<file path="config.mk">
export PLATFORM = sky130hd
export DESIGN_NAME = riscvlong_mem_arbiter_flat
export DESIGN_NICKNAME = d
export VERILOG_FILES = /design/src/rtl/riscvlong_mem_arbiter_if.sv /design/src/rtl/riscvlong_mem_arbiter.sv /design/src/flat_wrapper.sv
export SDC_FILE = /design/constraint.sdc
export NUM_CORES = 1
export LEC_CHECK = 0
export BUFFER_PORTS_ARGS = -buffer_cell sky130_fd_sc_hd__clkbuf_2
export CORE_AREA = 2 2 124 126
export DETAILED_ROUTE_END_ITERATION = 7
export DIE_AREA = 0 0 126 128
export GPL_TIMING_DRIVEN = 0
export PLACE_DENSITY = 0.45
export SLEW_MARGIN = 40
export SYNTH_ARGS = -nofsm -noshare
export SYNTH_HDL_FRONTEND = slang
export SYNTH_SLANG_ARGS = --single-unit
</file>
<file path="constraint.sdc">
create_clock -name clk -period 5.2 [get_ports clk]
set_input_delay 1.04 -clock clk [delete_from_list [all_inputs] [get_ports clk]]
set_output_delay 1.04 -clock clk [all_outputs]
set_load 0.05 [all_outputs]
</file>
<file path="src/rtl/riscvlong_mem_arbiter_if.sv">
// Bus bundle between the core's I/D memory ports, the arbiter and the unified memory port.
// The arbiter uses the slave view; whatever drives the core and memory sides uses master.
interface riscvlong_mem_arbiter_if #(
  parameter int REQ_SZ  = 67,
  parameter int RESP_SZ = 35
);
  logic [REQ_SZ-1:0]  imemreq_msg;
  logic               imemreq_val;
  logic               imemreq_rdy;
  logic [RESP_SZ-1:0] imemresp_msg;
  logic               imemresp_val;
  logic [REQ_SZ-1:0]  dmemreq_msg;
  logic               dmemreq_val;
  logic               dmemreq_rdy;
  logic [RESP_SZ-1:0] dmemresp_msg;
  logic               dmemresp_val;
  logic [REQ_SZ-1:0]  memreq_msg;
  logic               memreq_val;
  logic               memreq_rdy;
  logic [RESP_SZ-1:0] memresp_msg;
  logic               memresp_val;

  // A request transfers on a cycle where both val and rdy are high.
  // val must not wait on rdy. Responses carry no rdy and are consumed when val is high.
  modport slave (
    input  imemreq_msg, imemreq_val, dmemreq_msg, dmemreq_val,
    input  memreq_rdy, memresp_msg, memresp_val,
    output imemreq_rdy, imemresp_msg, imemresp_val,
    output dmemreq_rdy, dmemresp_msg, dmemresp_val,
    output memreq_msg, memreq_val
  );

  modport master (
    output imemreq_msg, imemreq_val, dmemreq_msg, dmemreq_val,
    output memreq_rdy, memresp_msg, memresp_val,
    input  imemreq_rdy, imemresp_msg, imemresp_val,
    input  dmemreq_rdy, dmemresp_msg, dmemresp_val,
    input  memreq_msg, memreq_val
  );
endinterface

</file>
<file path="src/rtl/riscvlong_mem_arbiter.sv">
// Round-robin arbiter that shares one memory port between instruction and data requests.
// A tag FIFO records the source of each in-flight request, so in-order responses go back to the right port.
module riscvlong_mem_arbiter #(
  parameter int REQ_SZ  = 67,
  parameter int RESP_SZ = 35,
  parameter int DEPTH   = 4,
  parameter int PTR_W   = 2
) (
  input  logic                      clk,
  input  logic                      reset,
  riscvlong_mem_arbiter_if.slave    bus,
  output logic [PTR_W:0]            outstanding,
  output logic                      err
);
  typedef enum logic {SRC_I = 1'b0, SRC_D = 1'b1} src_e;

  src_e             tag_q [DEPTH];
  src_e             tag_d [DEPTH];
  logic [PTR_W-1:0] wr_ptr_q, wr_ptr_d;
  logic [PTR_W-1:0] rd_ptr_q, rd_ptr_d;
  logic [PTR_W:0]   cnt_q, cnt_d;
  logic             err_q, err_d;
  src_e             last_grant_q, last_grant_d;
  logic             lock_val_q, lock_val_d;
  src_e             lock_src_q, lock_src_d;

  logic               full, empty, fire, pop;
  src_e               grant, head_tag;
  logic [REQ_SZ-1:0]  granted_msg;
  logic [RESP_SZ-1:0] resp_msg;

  assign full     = (cnt_q == (PTR_W+1)'(DEPTH));
  assign empty    = (cnt_q == '0);
  assign head_tag = tag_q[rd_ptr_q];

  // A stalled winner keeps the grant until accepted so the memory sees a stable message.
  always_comb begin
    grant = SRC_I;
    if (lock_val_q)
      grant = lock_src_q;
    else if (bus.imemreq_val && !bus.dmemreq_val)
      grant = SRC_I;
    else if (!bus.imemreq_val && bus.dmemreq_val)
      grant = SRC_D;
    else if (bus.imemreq_val && bus.dmemreq_val)
      grant = (last_grant_q == SRC_I) ? SRC_D : SRC_I;
  end

  assign granted_msg     = (grant == SRC_D) ? bus.dmemreq_msg : bus.imemreq_msg;
  assign bus.memreq_msg  = granted_msg;
  assign bus.memreq_val  = (bus.imemreq_val | bus.dmemreq_val) & ~full & ~reset;
  assign bus.imemreq_rdy = bus.memreq_rdy & ~full & (grant == SRC_I) & bus.imemreq_val & ~reset;
  assign bus.dmemreq_rdy = bus.memreq_rdy & ~full & (grant == SRC_D) & bus.dmemreq_val & ~reset;
  assign fire            = bus.memreq_val & bus.memreq_rdy;

  assign pop              = bus.memresp_val & ~empty & ~reset;
  assign resp_msg         = bus.memresp_msg;
  assign bus.imemresp_msg = resp_msg;
  assign bus.dmemresp_msg = resp_msg;
  assign bus.imemresp_val = pop & (head_tag == SRC_I);
  assign bus.dmemresp_val = pop & (head_tag == SRC_D);

  assign outstanding = cnt_q;
  assign err         = err_q;

  always_comb begin
    tag_d        = tag_q;
    wr_ptr_d     = wr_ptr_q;
    rd_ptr_d     = rd_ptr_q;
    cnt_d        = cnt_q;
    last_grant_d = last_grant_q;
    lock_val_d   = lock_val_q;
    lock_src_d   = lock_src_q;
    err_d        = err_q | (bus.memresp_val & empty);
    if (fire) begin
      tag_d[wr_ptr_q] = grant;
      wr_ptr_d        = wr_ptr_q + PTR_W'(1);
      last_grant_d    = grant;
      lock_val_d      = 1'b0;
    end else if (bus.memreq_val) begin
      lock_val_d = 1'b1;
      lock_src_d = grant;
    end
    if (pop)
      rd_ptr_d = rd_ptr_q + PTR_W'(1);
    case ({fire, pop})
      2'b10:   cnt_d = cnt_q + (PTR_W+1)'(1);
      2'b01:   cnt_d = cnt_q - (PTR_W+1)'(1);
      default: cnt_d = cnt_q;
    endcase
  end

  always_ff @(posedge clk or posedge reset) begin
    if (reset) begin
      for (int i = 0; i < DEPTH; i++) tag_q[i] <= SRC_I;
      wr_ptr_q     <= '0;
      rd_ptr_q     <= '0;
      cnt_q        <= '0;
      err_q        <= 1'b0;
      last_grant_q <= SRC_D;
      lock_val_q   <= 1'b0;
      lock_src_q   <= SRC_I;
    end else begin
      tag_q        <= tag_d;
      wr_ptr_q     <= wr_ptr_d;
      rd_ptr_q     <= rd_ptr_d;
      cnt_q        <= cnt_d;
      err_q        <= err_d;
      last_grant_q <= last_grant_d;
      lock_val_q   <= lock_val_d;
      lock_src_q   <= lock_src_d;
    end
  end
endmodule

</file>
<file path="src/flat_wrapper.sv">
// flat-port wrapper written by rule: the top's interface ports become plain ports
module riscvlong_mem_arbiter_flat 
#(
  parameter int REQ_SZ  = 67,
  parameter int RESP_SZ = 35,
  parameter int DEPTH   = 4,
  parameter int PTR_W   = 2
)
  (clk, reset, outstanding, err, bus_imemreq_msg, bus_imemreq_val, bus_dmemreq_msg, bus_dmemreq_val, bus_memreq_rdy, bus_memresp_msg, bus_memresp_val, bus_imemreq_rdy, bus_imemresp_msg, bus_imemresp_val, bus_dmemreq_rdy, bus_dmemresp_msg, bus_dmemresp_val, bus_memreq_msg, bus_memreq_val);
  riscvlong_mem_arbiter_if #(.REQ_SZ(REQ_SZ), .RESP_SZ(RESP_SZ)) bus_i ();
  input  logic clk;
  input  logic reset;
  output logic [PTR_W:0] outstanding;
  output logic err;
  input wire logic [$bits(bus_i.imemreq_msg)-1:0] bus_imemreq_msg;
  input wire logic [$bits(bus_i.imemreq_val)-1:0] bus_imemreq_val;
  input wire logic [$bits(bus_i.dmemreq_msg)-1:0] bus_dmemreq_msg;
  input wire logic [$bits(bus_i.dmemreq_val)-1:0] bus_dmemreq_val;
  input wire logic [$bits(bus_i.memreq_rdy)-1:0] bus_memreq_rdy;
  input wire logic [$bits(bus_i.memresp_msg)-1:0] bus_memresp_msg;
  input wire logic [$bits(bus_i.memresp_val)-1:0] bus_memresp_val;
  output wire logic [$bits(bus_i.imemreq_rdy)-1:0] bus_imemreq_rdy;
  output wire logic [$bits(bus_i.imemresp_msg)-1:0] bus_imemresp_msg;
  output wire logic [$bits(bus_i.imemresp_val)-1:0] bus_imemresp_val;
  output wire logic [$bits(bus_i.dmemreq_rdy)-1:0] bus_dmemreq_rdy;
  output wire logic [$bits(bus_i.dmemresp_msg)-1:0] bus_dmemresp_msg;
  output wire logic [$bits(bus_i.dmemresp_val)-1:0] bus_dmemresp_val;
  output wire logic [$bits(bus_i.memreq_msg)-1:0] bus_memreq_msg;
  output wire logic [$bits(bus_i.memreq_val)-1:0] bus_memreq_val;
  assign bus_i.imemreq_msg = bus_imemreq_msg;
  assign bus_i.imemreq_val = bus_imemreq_val;
  assign bus_i.dmemreq_msg = bus_dmemreq_msg;
  assign bus_i.dmemreq_val = bus_dmemreq_val;
  assign bus_i.memreq_rdy = bus_memreq_rdy;
  assign bus_i.memresp_msg = bus_memresp_msg;
  assign bus_i.memresp_val = bus_memresp_val;
  assign bus_imemreq_rdy = bus_i.imemreq_rdy;
  assign bus_imemresp_msg = bus_i.imemresp_msg;
  assign bus_imemresp_val = bus_i.imemresp_val;
  assign bus_dmemreq_rdy = bus_i.dmemreq_rdy;
  assign bus_dmemresp_msg = bus_i.dmemresp_msg;
  assign bus_dmemresp_val = bus_i.dmemresp_val;
  assign bus_memreq_msg = bus_i.memreq_msg;
  assign bus_memreq_val = bus_i.memreq_val;
  riscvlong_mem_arbiter #(.REQ_SZ(REQ_SZ), .RESP_SZ(RESP_SZ), .DEPTH(DEPTH), .PTR_W(PTR_W)) u_core (.clk(clk), .reset(reset), .bus(bus_i), .outstanding(outstanding), .err(err));
endmodule
</file>
# Word level (Yosys, flattened, before mapping)
# Index checks and enable logic that the tools add are counted.
[totals]
regBits = 15
input_bits = 175
elab_cells = 71
[classes]
add_sub_neg = 4
magnitude_cmp = 3
n_eq_ne = 3
n_mux = 15
bitwise = 25
reduce_logical = 10
[ops]
columns = ["cell", "count"]
rows = [
  ["2-to-1 mux 67 bit", 1],
  ["AND 1 bit", 15],
  ["2-to-1 mux 1 bit", 10],
  ["greater-or-equal comparator 3 bit (second input constant)", 2],
  ["NOT 1 bit", 6],
  ["NOT 2 -> 3 bit", 2],
  ["case mux 3 bit (2 select lines)", 1],
  ["adder 2 x 1 -> 2 bit (second input constant)", 2],
  ["bitwise mux 4 bit", 1],
  ["logical AND 1 bit", 4],
  ["nonzero test 2 bit", 2],
  ["adder 3 x 1 -> 3 bit (second input constant)", 1],
  ["equality test 3 bit (second input constant)", 1],
  ["zero test 3 bit", 1],
  ["less-than comparator 3 x 1 -> 1 bit (second input constant)", 1],
  ["subtractor 3 x 1 -> 3 bit (second input constant)", 1],
  ["binary-select mux 1 bit (select 2 bit)", 1],
  ["demux 1 bit (select 2 bit)", 1],
  ["equality test 2 x 1 -> 1 bit (second input constant)", 1],
  ["equality test 2 bit (second input constant)", 1],
  ["zero test 1 bit", 2],
  ["bitwise OR 1 bit", 2],
  ["AND reduction 2 bit", 1],
]

# Depth between registers and ports, before layout
# Gate-level depths: netlist of the first run.
[logic_depth]
depth_word = 9
depth_mapped = 9

# Worst setup path after synthesis of the first run
# OpenSTA, ideal clock, no wires.
[synth_path]
path_kind = "input-to-output"
from = "in reset"
to = "out bus_memreq_val"
t_arrival_ns = 2.384
required_ns = 4.160
path_slack_ns = 1.776
path_stages = 2
path_buffers = 1
cell_sequence = "clkbuf_1 nor3_1"
[synth_between]
elab_chain_cells = 2
[synth_rtl]
columns = ["element", "line", "rtl"]
rows = [
  ["from (decl)", "flat_wrapper.sv:12", "input logic reset;"],
  ["NOT 1 bit", "riscvlong_mem_arbiter.sv:51", "assign bus.memreq_val = (bus.imemreq_val | bus.dmemreq_val) & ~full & ~reset;"],
  ["AND 1 bit", "riscvlong_mem_arbiter.sv:51", ""],
  ["to (decl)", "flat_wrapper.sv:29", "output wire logic [$bits(bus_i.memreq_val)-1:0] bus_memreq_val;"],
]
# Every way passes these cells.

# Worst setup path in the final report of the first run
[layout_path]
from = "in bus_dmemreq_val"
to = "out bus_memreq_msg[34]"
[layout_between]
elab_chain_cells = 6
[layout_rtl]
columns = ["element", "line", "rtl"]
rows = [
  ["from (decl)", "flat_wrapper.sv:18", "input wire logic [$bits(bus_i.dmemreq_val)-1:0] bus_dmemreq_val;"],
  ["logical AND 1 bit", "riscvlong_mem_arbiter.sv:45", "else if (bus.imemreq_val && bus.dmemreq_val)"],
  ["2-to-1 mux 1 bit", "riscvlong_mem_arbiter.sv:45", ""],
  ["2-to-1 mux 1 bit", "riscvlong_mem_arbiter.sv:43", "else if (!bus.imemreq_val && bus.dmemreq_val)"],
  ["2-to-1 mux 1 bit *", "riscvlong_mem_arbiter.sv:41", "else if (bus.imemreq_val && !bus.dmemreq_val)"],
  ["2-to-1 mux 1 bit *", "riscvlong_mem_arbiter.sv:39", "if (lock_val_q)"],
  ["2-to-1 mux 67 bit *", "riscvlong_mem_arbiter.sv:49", "assign granted_msg = (grant == SRC_D) ? bus.dmemreq_msg : bus.imemreq_msg;"],
  ["to (decl)", "flat_wrapper.sv:28", "output wire logic [$bits(bus_i.memreq_msg)-1:0] bus_memreq_msg;"],
]
# Every way passes the cells marked *; elsewhere a longest branch is shown, timed or not.

==> flow_metrics.env, run 1 <==
export IMPL_grt_pass1_vias=2289
export IMPL_p_per_area_nw_per_um2=525
export IMPL_syn_nets=394
export IMPL_via_count=2556
export IMPL_num_io_pins=321
export IMPL_timing_slew_headroom=0.542
export IMPL_ys_seq_area_frac=0.169
export IMPL_r2r_slack_ps=2820
export IMPL_ys_ff_latch=15
export IMPL_path_max_fanout=10
export IMPL_overflow=0
export IMPL_antenna_found_initial=0
export IMPL_hold_worst_slack_ps=453
export IMPL_core_sq_um=14900
export IMPL_grt_pass1_wl_mm=11.9
export IMPL_cts_resized=0
export IMPL_yosysUniqueCellTypes=30
export IMPL_vdd_drop_max_mv=0.294
export IMPL_port_buffers=285
export IMPL_clkTransAtPathRegs_ps=50
export IMPL_crit_type="in2out"
export IMPL_cts_max_level=1
export IMPL_rsz0062_at_grt="false"
export IMPL_drive_above_1_share=0.880
export IMPL_drv_cap=0
export IMPL_n_antenna_cell=0
export IMPL_cts_made_buffers=3
export IMPL_die_h_um=128
export IMPL_cts_root_buf="clkbuf_16"
export IMPL_wl_per_cell_um=12.5
export IMPL_drt_iter0_drc=26
export IMPL_endpoint_kind="output pin"
export IMPL_drc=0
export IMPL_ant_nets=0
export IMPL_netlist_instances=213
export IMPL_drt_wl_total_mm=8.61
export IMPL_grt_use_total=0.0922
export IMPL_worst_hold_path_type="reg2reg"
export IMPL_start_util=0.150
export IMPL_mostFrequentLayoutCell="clkbuf_2"
export IMPL_max_freq_mhz=277
export IMPL_row_count=45
export IMPL_dr_pass1_iters=3
export IMPL_grt_max_degree=16
export IMPL_grt_use_met3=0.0167
export IMPL_clock_path_buffers=2
export IMPL_pwr_share_clk=0.071
export IMPL_switching_share=0.596
export IMPL_critPathArrivalTime_ps=2570
export IMPL_die_x_um=126
export IMPL_netlist_area_sq_um=2230
export IMPL_fin_crit_sh=0.695
export IMPL_postCtsSetupRepairBufs=0
export IMPL_fin_crit_ps=3610
export IMPL_tightest_slew_ps=679
export IMPL_dp_hpwl_mm=7.92
export IMPL_vias_per_cell=3.70
export IMPL_clk_latency_ps=240
export IMPL_p_seq_frac=0.108
export IMPL_use_met2=0.181
export IMPL_ys_warn_count=0
export IMPL_nets=684
export IMPL_power_net_switching_uw=1240
export IMPL_globalplace_congestion=0.735
export IMPL_required_ps=4160
export IMPL_gr_usage_met1=0.105
export IMPL_status="completed"
export IMPL_hold_violations=0
export IMPL_avgSynthCellArea_sq_um=10.5
export IMPL_setup_violations_final=0
export IMPL_leakage_uw=0.00233
export IMPL_die_area_sq_um=16100
export IMPL_cp_start_kind="input port"
export IMPL_cts_sinks=15
export IMPL_comb_power_share=0.821
export IMPL_setup_tns_ps=0
export IMPL_skew_ps=1.77
export IMPL_syn_to_final_growth_pct=78.0
export IMPL_grt_busiest_layer="met2"
export IMPL_p_int_uw=844
export IMPL_final_cell_mix="clkbuf_2, buf_4, mux2_2"
export IMPL_slew_viol_final=0
export IMPL_cts_tree="done"
export IMPL_postCtsHoldBufs=0
-- synthesized netlist by cell type --
cell      instances  share of area
nor4b_1           4          0.016
nor3b_1           2         0.0067
mux2_2           55           0.28
buf_4            70           0.24
buf_6             3          0.015
nor4_1            1         0.0028
nand2_1           1         0.0017
mux2_4           19           0.13
nor4bb_1          1         0.0045
nor3b_2           1         0.0056
nor2_1            2         0.0034
mux2i_1           1         0.0045
ha_1              5          0.028
o21ai_0           2         0.0045
mux4_2            1          0.010
a21o_1            1         0.0034
buf_2             4         0.0090
dfstp_2           1          0.012
a21bo_1           1         0.0045
fa_1              1         0.0090
and3_1            2         0.0056
clkbuf_1          1         0.0017
o21a_1            2         0.0067
nor2b_1           1         0.0028
xor2_1            4          0.016
nor3_1            3         0.0067
and2_1            1         0.0028
dfrtp_1          14           0.16
xnor2_1           2         0.0079
inv_1             7          0.012
-- through the flow --
stage          total power, uW  worst slack [ps]  instance area, sq um  instances   util
4_1_cts                   2120              1530                  3970        690  0.267
3_5_place_dp              1960              1540                  3890        686  0.262
6_report                  2090              1590                  3970        690  0.267
5_1_grt                   2200              1460                  3970        690  0.267
3_3_place_gp              1950              1530                  3890        686  0.262
2_1_floorplan             1590              1780                  2230        213      -
-- flip-flops by register name, summed over array words and instances (netlist names) --
name                 count
u_core.err               1
u_core.last_grant_q      1
u_core.lock_src_q        1
u_core.lock_val_q        1
u_core.outstanding       3
u_core.rd_ptr_q          2
u_core.tag_q             4
u_core.wr_ptr_q          2
-- power by group through the flow --
stage          Clock, uW  Sequential, uW  Combinational (uW)
6_report             148             225                1710
5_1_grt              159             234                1800
4_1_cts              152             227                1740
3_5_place_dp           0             229                1740
3_3_place_gp           0             226                1730
2_1_floorplan          0             273                1320
-- final timing paths --
| check | from | end | cells past startpoint |
|---|---|---|---|
| min in group asynchronous | reset | u_core.tag_q[1]$_DFFE_PP0P_ | 3 |
| worst min register to register | u_core.err$_DFF_PP0_ | u_core.err$_DFF_PP0_ | 1 |
| max in group asynchronous | reset | u_core.outstanding[2]$_DFFE_PP0P_ | 3 |
| worst max-delay path | bus_dmemreq_val | bus_memreq_msg[34] | 7 |
| worst min-delay path | u_core.err$_DFF_PP0_ | u_core.err$_DFF_PP0_ | 1 |
| worst max register to register | u_core.outstanding[0]$_DFFE_PP0P_ | u_core.outstanding[2]$_DFFE_PP0P_ | 9 |
-- cells by family (layout without fill, tap and decap cells) --
kind of cell    Yosys count  count (layout)  synth area share
buf+inv                  85             374             0.273
xor+xnor                  6               6            0.0236
flops                    15              15             0.169
mux                      76              76             0.420
fa+ha+maj                 6               6            0.0370
compound gates            6               6            0.0191
simple gates             19              19            0.0583
-- layer usage --
metal | up-vias | routed length, um | part of all wire
li1 | 1243 | - | -
met1 | 1131 | 3020 | 0.35
met2 | 178 | 4730 | 0.55
met3 | 4 | 795 | 0.092
met4 | 0 | 61 | 0.0071
met5 | - | 0 | 0
-- worst max-delay path, cell delays in order --
cell	delay [ps]
clkbuf_2	100
a21bo_1	190
o21a_1	260
buf_6	200
buf_6	200
mux2_4	310
clkbuf_2	250
-- final cells by class --
cell class | count | area, sq um
timing repair buffer | 285 | 1430
sequential | 15 | 377
multi-input combinational | 113 | 1240
buffer | 78 | 583
inverter | 7 | 26.3
tap | 188 | 235
clock buffer | 4 | 78.8
fill | 1633 | 10900
Power figures use the tool's default switching activity.
==> inputs of run 2 (changes only) <==
--- a/config.mk
+++ b/config.mk
@@ -6,11 +6,11 @@
 export NUM_CORES = 1
 export LEC_CHECK = 0
 export BUFFER_PORTS_ARGS = -buffer_cell sky130_fd_sc_hd__clkbuf_2
-export CORE_AREA = 2 2 124 126
+export CORE_AREA = 2 2 123 125
 export DETAILED_ROUTE_END_ITERATION = 7
-export DIE_AREA = 0 0 126 128
+export DIE_AREA = 0 0 125 127
 export GPL_TIMING_DRIVEN = 0
-export PLACE_DENSITY = 0.45
+export PLACE_DENSITY = 0.48
 export SLEW_MARGIN = 40
 export SYNTH_ARGS = -nofsm -noshare
 export SYNTH_HDL_FRONTEND = slang
==> constraint.sdc (replaced) <==
create_clock -name clk -period 2.94 [get_ports clk]
set_input_delay 0.588 -clock clk [delete_from_list [all_inputs] [get_ports clk]]
set_output_delay 0.588 -clock clk [all_outputs]
set_load 0.05 [all_outputs]
==> flow_metrics.env, run 2 (synthesis results as in run 1) <==
export IMPL_cp_start_kind="input port"
export IMPL_cts_sinks=15
export IMPL_tightest_slew_ps=721
export IMPL_globalplace_congestion=0.757
export IMPL_setup_tns_ps=0
export IMPL_drive_above_1_share=0.880
export IMPL_drv_cap=0
export IMPL_worst_hold_path_type="reg2reg"
export IMPL_die_area_sq_um=15900
export IMPL_dr_pass1_iters=3
export IMPL_start_util=0.155
export IMPL_cts_made_buffers=3
export IMPL_reg2reg_to="u_core.outstanding[2]$_DFFE_PP0P_"
export IMPL_core_sq_um=14400
export IMPL_cts_resized=0
export IMPL_stdcell_count=686
export IMPL_grt_max_degree=16
export IMPL_n_antenna_cell=0
export IMPL_cts_root_buf="clkbuf_16"
export IMPL_r2r_cells=9
export IMPL_holdPathStages=1
export IMPL_max_freq_mhz=371
export IMPL_hold_violations=0
export IMPL_slew_viol_final=0
export IMPL_syn_to_final_growth_pct=77.8
export IMPL_row_count=44
export IMPL_ant_nets=0
export IMPL_vias_per_cell=3.72
export IMPL_min_from="u_core.err$_DFF_PP0_"
export IMPL_overflow=0
export IMPL_setup_violations_final=0
export IMPL_antenna_found_initial=0
export IMPL_cts_tree="done"
export IMPL_drt_iter0_drc=27
export IMPL_status="completed"
export IMPL_grt_use_total=0.0962
export IMPL_clk_latency_ps=240
export IMPL_p_total_uw=3690
export IMPL_fin_crit_sh=0.916
export IMPL_postCtsHoldBufs=0
export IMPL_path_max_fanout=10
export IMPL_postCtsSetupRepairBufs=0
export IMPL_grt_pass1_vias=2431
export IMPL_timing_slew_headroom=0.514
export IMPL_drc=0
export IMPL_required_ps=2350
export IMPL_vdd_drop_max_mv=0.416
export IMPL_num_io_pins=321
export IMPL_r2r_slack_ps=590
export IMPL_clock_path_buffers=2
export IMPL_cts_max_level=1
export IMPL_p_per_area_nw_per_um2=930
export IMPL_die_x_um=125
export IMPL_mostFrequentLayoutCell="clkbuf_2"
export IMPL_leakage_uw=0.00233
export IMPL_drt_wl_total_mm=8.74
export IMPL_dp_cells=682
export IMPL_clkTransAtPathRegs_ps=50
export IMPL_largest_register_ffs=4
export IMPL_dp_hpwl_mm=8.00
export IMPL_wl_per_cell_um=12.7
export IMPL_endpoint_kind="output pin"
export IMPL_crit_type="in2out"
export IMPL_top_register="u_core.tag_q"
export IMPL_rr_startpoint="u_core.outstanding[0]$_DFFE_PP0P_"
export IMPL_fin_crit_ps=2690
export IMPL_final_cell_mix="clkbuf_2, buf_4, mux2_2"
export IMPL_nets=684
export IMPL_die_h_um=127
export IMPL_via_count=2553
export IMPL_holdPathEnd="u_core.err$_DFF_PP0_"
export IMPL_port_buffers=285
export IMPL_rsz0062_at_grt="false"
export IMPL_skew_ps=1.73
export IMPL_grt_pass1_wl_mm=12.2
export IMPL_critPathArrivalTime_ps=2110
run 2: cell counts in the layout (fill, tap and decap cells not counted):
Identical to the previous run, type by type.
run 2: cell type report:
type | instances | area (sq um)
repair buffers | 285 | 1430
well taps | 184 | 230
flip-flops and latches | 15 | 377
clock buffers | 4 | 78.8
plain buffers | 78 | 583
fillers | 1551 | 10500
inverters | 7 | 26.3
multi-input cells | 113 | 1240
run 2: metrics by stage:
step / utilization / worst slack [ps] / hold WS (ps) / cell area, sq um
2_1_floorplan: - / 323 / 450 / 2230
3_5_place_dp: 0.270 / 186 / 452 / 3890
4_1_cts: 0.275 / 169 / 462 / 3970
6_report: 0.275 / 246 / 459 / 3970
5_1_grt: 0.275 / 128 / 495 / 3970
3_3_place_gp: 0.270 / 207 / 439 / 3890
run 2: metal layers:
| metal | vias to the layer above | GRT usage | wire (um) |
|---|---|---|---|
| met4 | 0 | 0.0118 | 27 |
| met5 | - | 0 | 0 |
| met1 | 1139 | 0.0980 | 2780 |
| met2 | 172 | 0.206 | 5210 |
| met3 | 2 | 0.0172 | 726 |
| li1 | 1240 | - | - |
run 2: worst max-delay path by stage:
| stage | from | end | depth (start not counted) |
|---|---|---|---|
| 3_3_place_gp | bus_dmemreq_val | bus_memreq_msg[42] | 7 |
| 5_1_grt | u_core.last_grant_q$_DFFE_PP1P_ | bus_memreq_msg[26] | 6 |
| 4_1_cts | u_core.last_grant_q$_DFFE_PP1P_ | bus_memreq_msg[42] | 6 |
| 3_5_place_dp | bus_dmemreq_val | bus_memreq_msg[42] | 7 |
| 6_report | bus_dmemreq_val | bus_memreq_msg[26] | 7 |
| 2_1_floorplan | u_core.outstanding[2]$_DFFE_PP0P_ | bus_memreq_val | 2 |
run 2: critical path, stage by stage:
cell,delay [ps]
clkbuf_2,110
a21bo_1,190
o21a_1,250
buf_6,200
buf_6,190
mux2_4,330
clkbuf_2,240
run 2: where the power goes:
| part | internal, uW | switching (uW) | leakage [uW] | total, uW |
|---|---|---|---|---|
| registers | 316 | 84.1 | 0.000176 | 400 |
| clock network | 184 | 80.8 | 0.0000382 | 264 |
| logic | 992 | 2030 | 0.00212 | 3020 |
| total | 1490 | 2200 | 0.00233 | 3690 |
==> inputs of run 3 (changes only) <==
--- a/config.mk
+++ b/config.mk
@@ -7,6 +7,7 @@
 export LEC_CHECK = 0
 export BUFFER_PORTS_ARGS = -buffer_cell sky130_fd_sc_hd__clkbuf_2
 export CORE_AREA = 2 2 123 125
+export CTS_BUF_LIST = sky130_fd_sc_hd__clkbuf_4
 export DETAILED_ROUTE_END_ITERATION = 7
 export DIE_AREA = 0 0 125 127
 export GPL_TIMING_DRIVEN = 0
==> flow_metrics.env, run 3 (synthesis results as in run 1) <==
export IMPL_status="completed"
export IMPL_wl_per_cell_um=12.8
export IMPL_path_max_fanout=10
export IMPL_comb_power_share=0.851
export IMPL_postCtsSetupRepairBufs=0
export IMPL_ant_nets=0
export IMPL_hold_violations=0
export IMPL_p_int_uw=1370
export IMPL_overflow=0
export IMPL_setup_tns_ps=0
export IMPL_postCtsHoldBufs=0
export IMPL_clkTransAtPathRegs_ps=80
export IMPL_clock_path_buffers=2
export IMPL_grt_use_total=0.0966
export IMPL_crit_type="reg2out"
export IMPL_largest_register_ffs=4
export IMPL_pwr_share_clk=0.036
export IMPL_globalplace_congestion=0.757
export IMPL_final_cell_mix="clkbuf_2, buf_4, mux2_2"
export IMPL_top_register="u_core.tag_q"
export IMPL_start_util=0.155
export IMPL_dp_hpwl_mm=8.00
export IMPL_slew_viol_final=0
export IMPL_fin_crit_sh=0.938
export IMPL_vias_per_cell=3.73
export IMPL_p_per_area_nw_per_um2=909
export IMPL_leakage_uw=0.00231
export IMPL_cts_sinks=15
export IMPL_p_seq_frac=0.113
export IMPL_n_antenna_cell=0
export IMPL_critPathArrivalTime_ps=2170
export IMPL_via_count=2562
export IMPL_cts_root_buf="clkbuf_4"
export IMPL_cts_made_buffers=3
export IMPL_holdPathStages=1
export IMPL_required_ps=2350
export IMPL_r2r_cells=9
export IMPL_grt_max_degree=16
export IMPL_timing_slew_headroom=0.514
export IMPL_drive_above_1_share=0.882
export IMPL_cts_tree="done"
export IMPL_vdd_drop_max_mv=0.414
export IMPL_nets=684
export IMPL_rsz0062_at_grt="false"
export IMPL_drt_iter0_drc=31
export IMPL_setup_violations_final=0
export IMPL_cts_max_level=1
export IMPL_fillerInstances=1556
export IMPL_power_net_switching_uw=2190
export IMPL_num_io_pins=321
export IMPL_port_buffers=285
export IMPL_core_sq_um=14400
export IMPL_grt_pass1_wl_mm=12.3
export IMPL_drv_cap=0
export IMPL_tightest_slew_ps=722
export IMPL_dr_pass1_iters=3
export IMPL_antenna_found_initial=0
export IMPL_cts_resized=0
export IMPL_r2r_slack_ps=580
export IMPL_row_count=44
export IMPL_max_freq_mhz=362
export IMPL_final_util=0.272
export IMPL_switching_share=0.615
export IMPL_mostFrequentLayoutCell="clkbuf_2"
export IMPL_cp_start_kind="flip-flop"
export IMPL_syn_to_final_growth_pct=75.6
export IMPL_die_h_um=127
export IMPL_worst_hold_path_type="reg2reg"
export IMPL_drt_wl_total_mm=8.78
export IMPL_die_x_um=125
export IMPL_grt_pass1_vias=2431
export IMPL_drc=0
export IMPL_skew_ps=2.93
export IMPL_endpoint_kind="output pin"
export IMPL_fin_crit_ps=2760
export IMPL_clk_latency_ps=290
export IMPL_die_area_sq_um=15900
==> run 3: cell counts in the layout (fill, tap and decap cells not counted) <==
No cell type changed its count.
==> run 3: stage by stage <==
stage | power [uW] | hold WS, ps | cells | area [sq um] | worst slack, ps
after detailed placement | 3460 | 452 | 682 | 3890 | 186
after global routing | 3740 | 506 | 686 | 3920 | 55.8
final | 3560 | 468 | 686 | 3920 | 181
after CTS | 3610 | 473 | 686 | 3920 | 103
after floorplan | 2820 | 450 | 213 | 2230 | 323
after global placement | 3440 | 439 | 682 | 3890 | 207
==> run 3: worst paths after layout <==
| check | startpoint | endpoint |
|---|---|---|
| max in group asynchronous | reset | u_core.lock_src_q$_DFFE_PP0P_ |
| hold / removal | u_core.err$_DFF_PP0_ | u_core.err$_DFF_PP0_ |
| hold reg to reg | u_core.err$_DFF_PP0_ | u_core.err$_DFF_PP0_ |
| setup reg to reg | u_core.outstanding[0]$_DFFE_PP0P_ | u_core.outstanding[2]$_DFFE_PP0P_ |
| setup / recovery | u_core.last_grant_q$_DFFE_PP1P_ | bus_memreq_msg[26] |
| min in group asynchronous | reset | u_core.tag_q[1]$_DFFE_PP0P_ |
==> run 3: worst max-delay path, cell delays in order, from the launching register on <==
cell,delay (ps)
dfstp_2,540
a21bo_1,120
o21a_1,260
buf_6,200
buf_6,190
mux2_4,330
clkbuf_2,240
==> run 3: area by class of cell <==
type / count / area (sq um) / area share
clock buffer: 4 / 30.0 / 0.00767
inverter: 7 / 26.3 / 0.00671
multi-input combinational: 113 / 1240 / 0.318
buffer: 78 / 583 / 0.149
timing repair buffer: 285 / 1430 / 0.364
tap: 184 / 230 / 0.0588
sequential: 15 / 377 / 0.0961
==> run 3: power by group through the flow <==
stage	logic (uW)	registers [uW]	clock network (uW)
final	3030	403	129
after global routing	3170	421	147
after CTS	3070	405	136
after detailed placement	3060	405	0
after global placement	3040	399	0
after floorplan	2340	482	0
==> run 3: layer usage <==
layer	track usage	vias up	wire [um]
li1	-	1242	-
met1	0.0977	1144	2800
met2	0.208	171	5230
met3	0.0172	5	728
met4	0.00980	0	27
met5	0	-	0
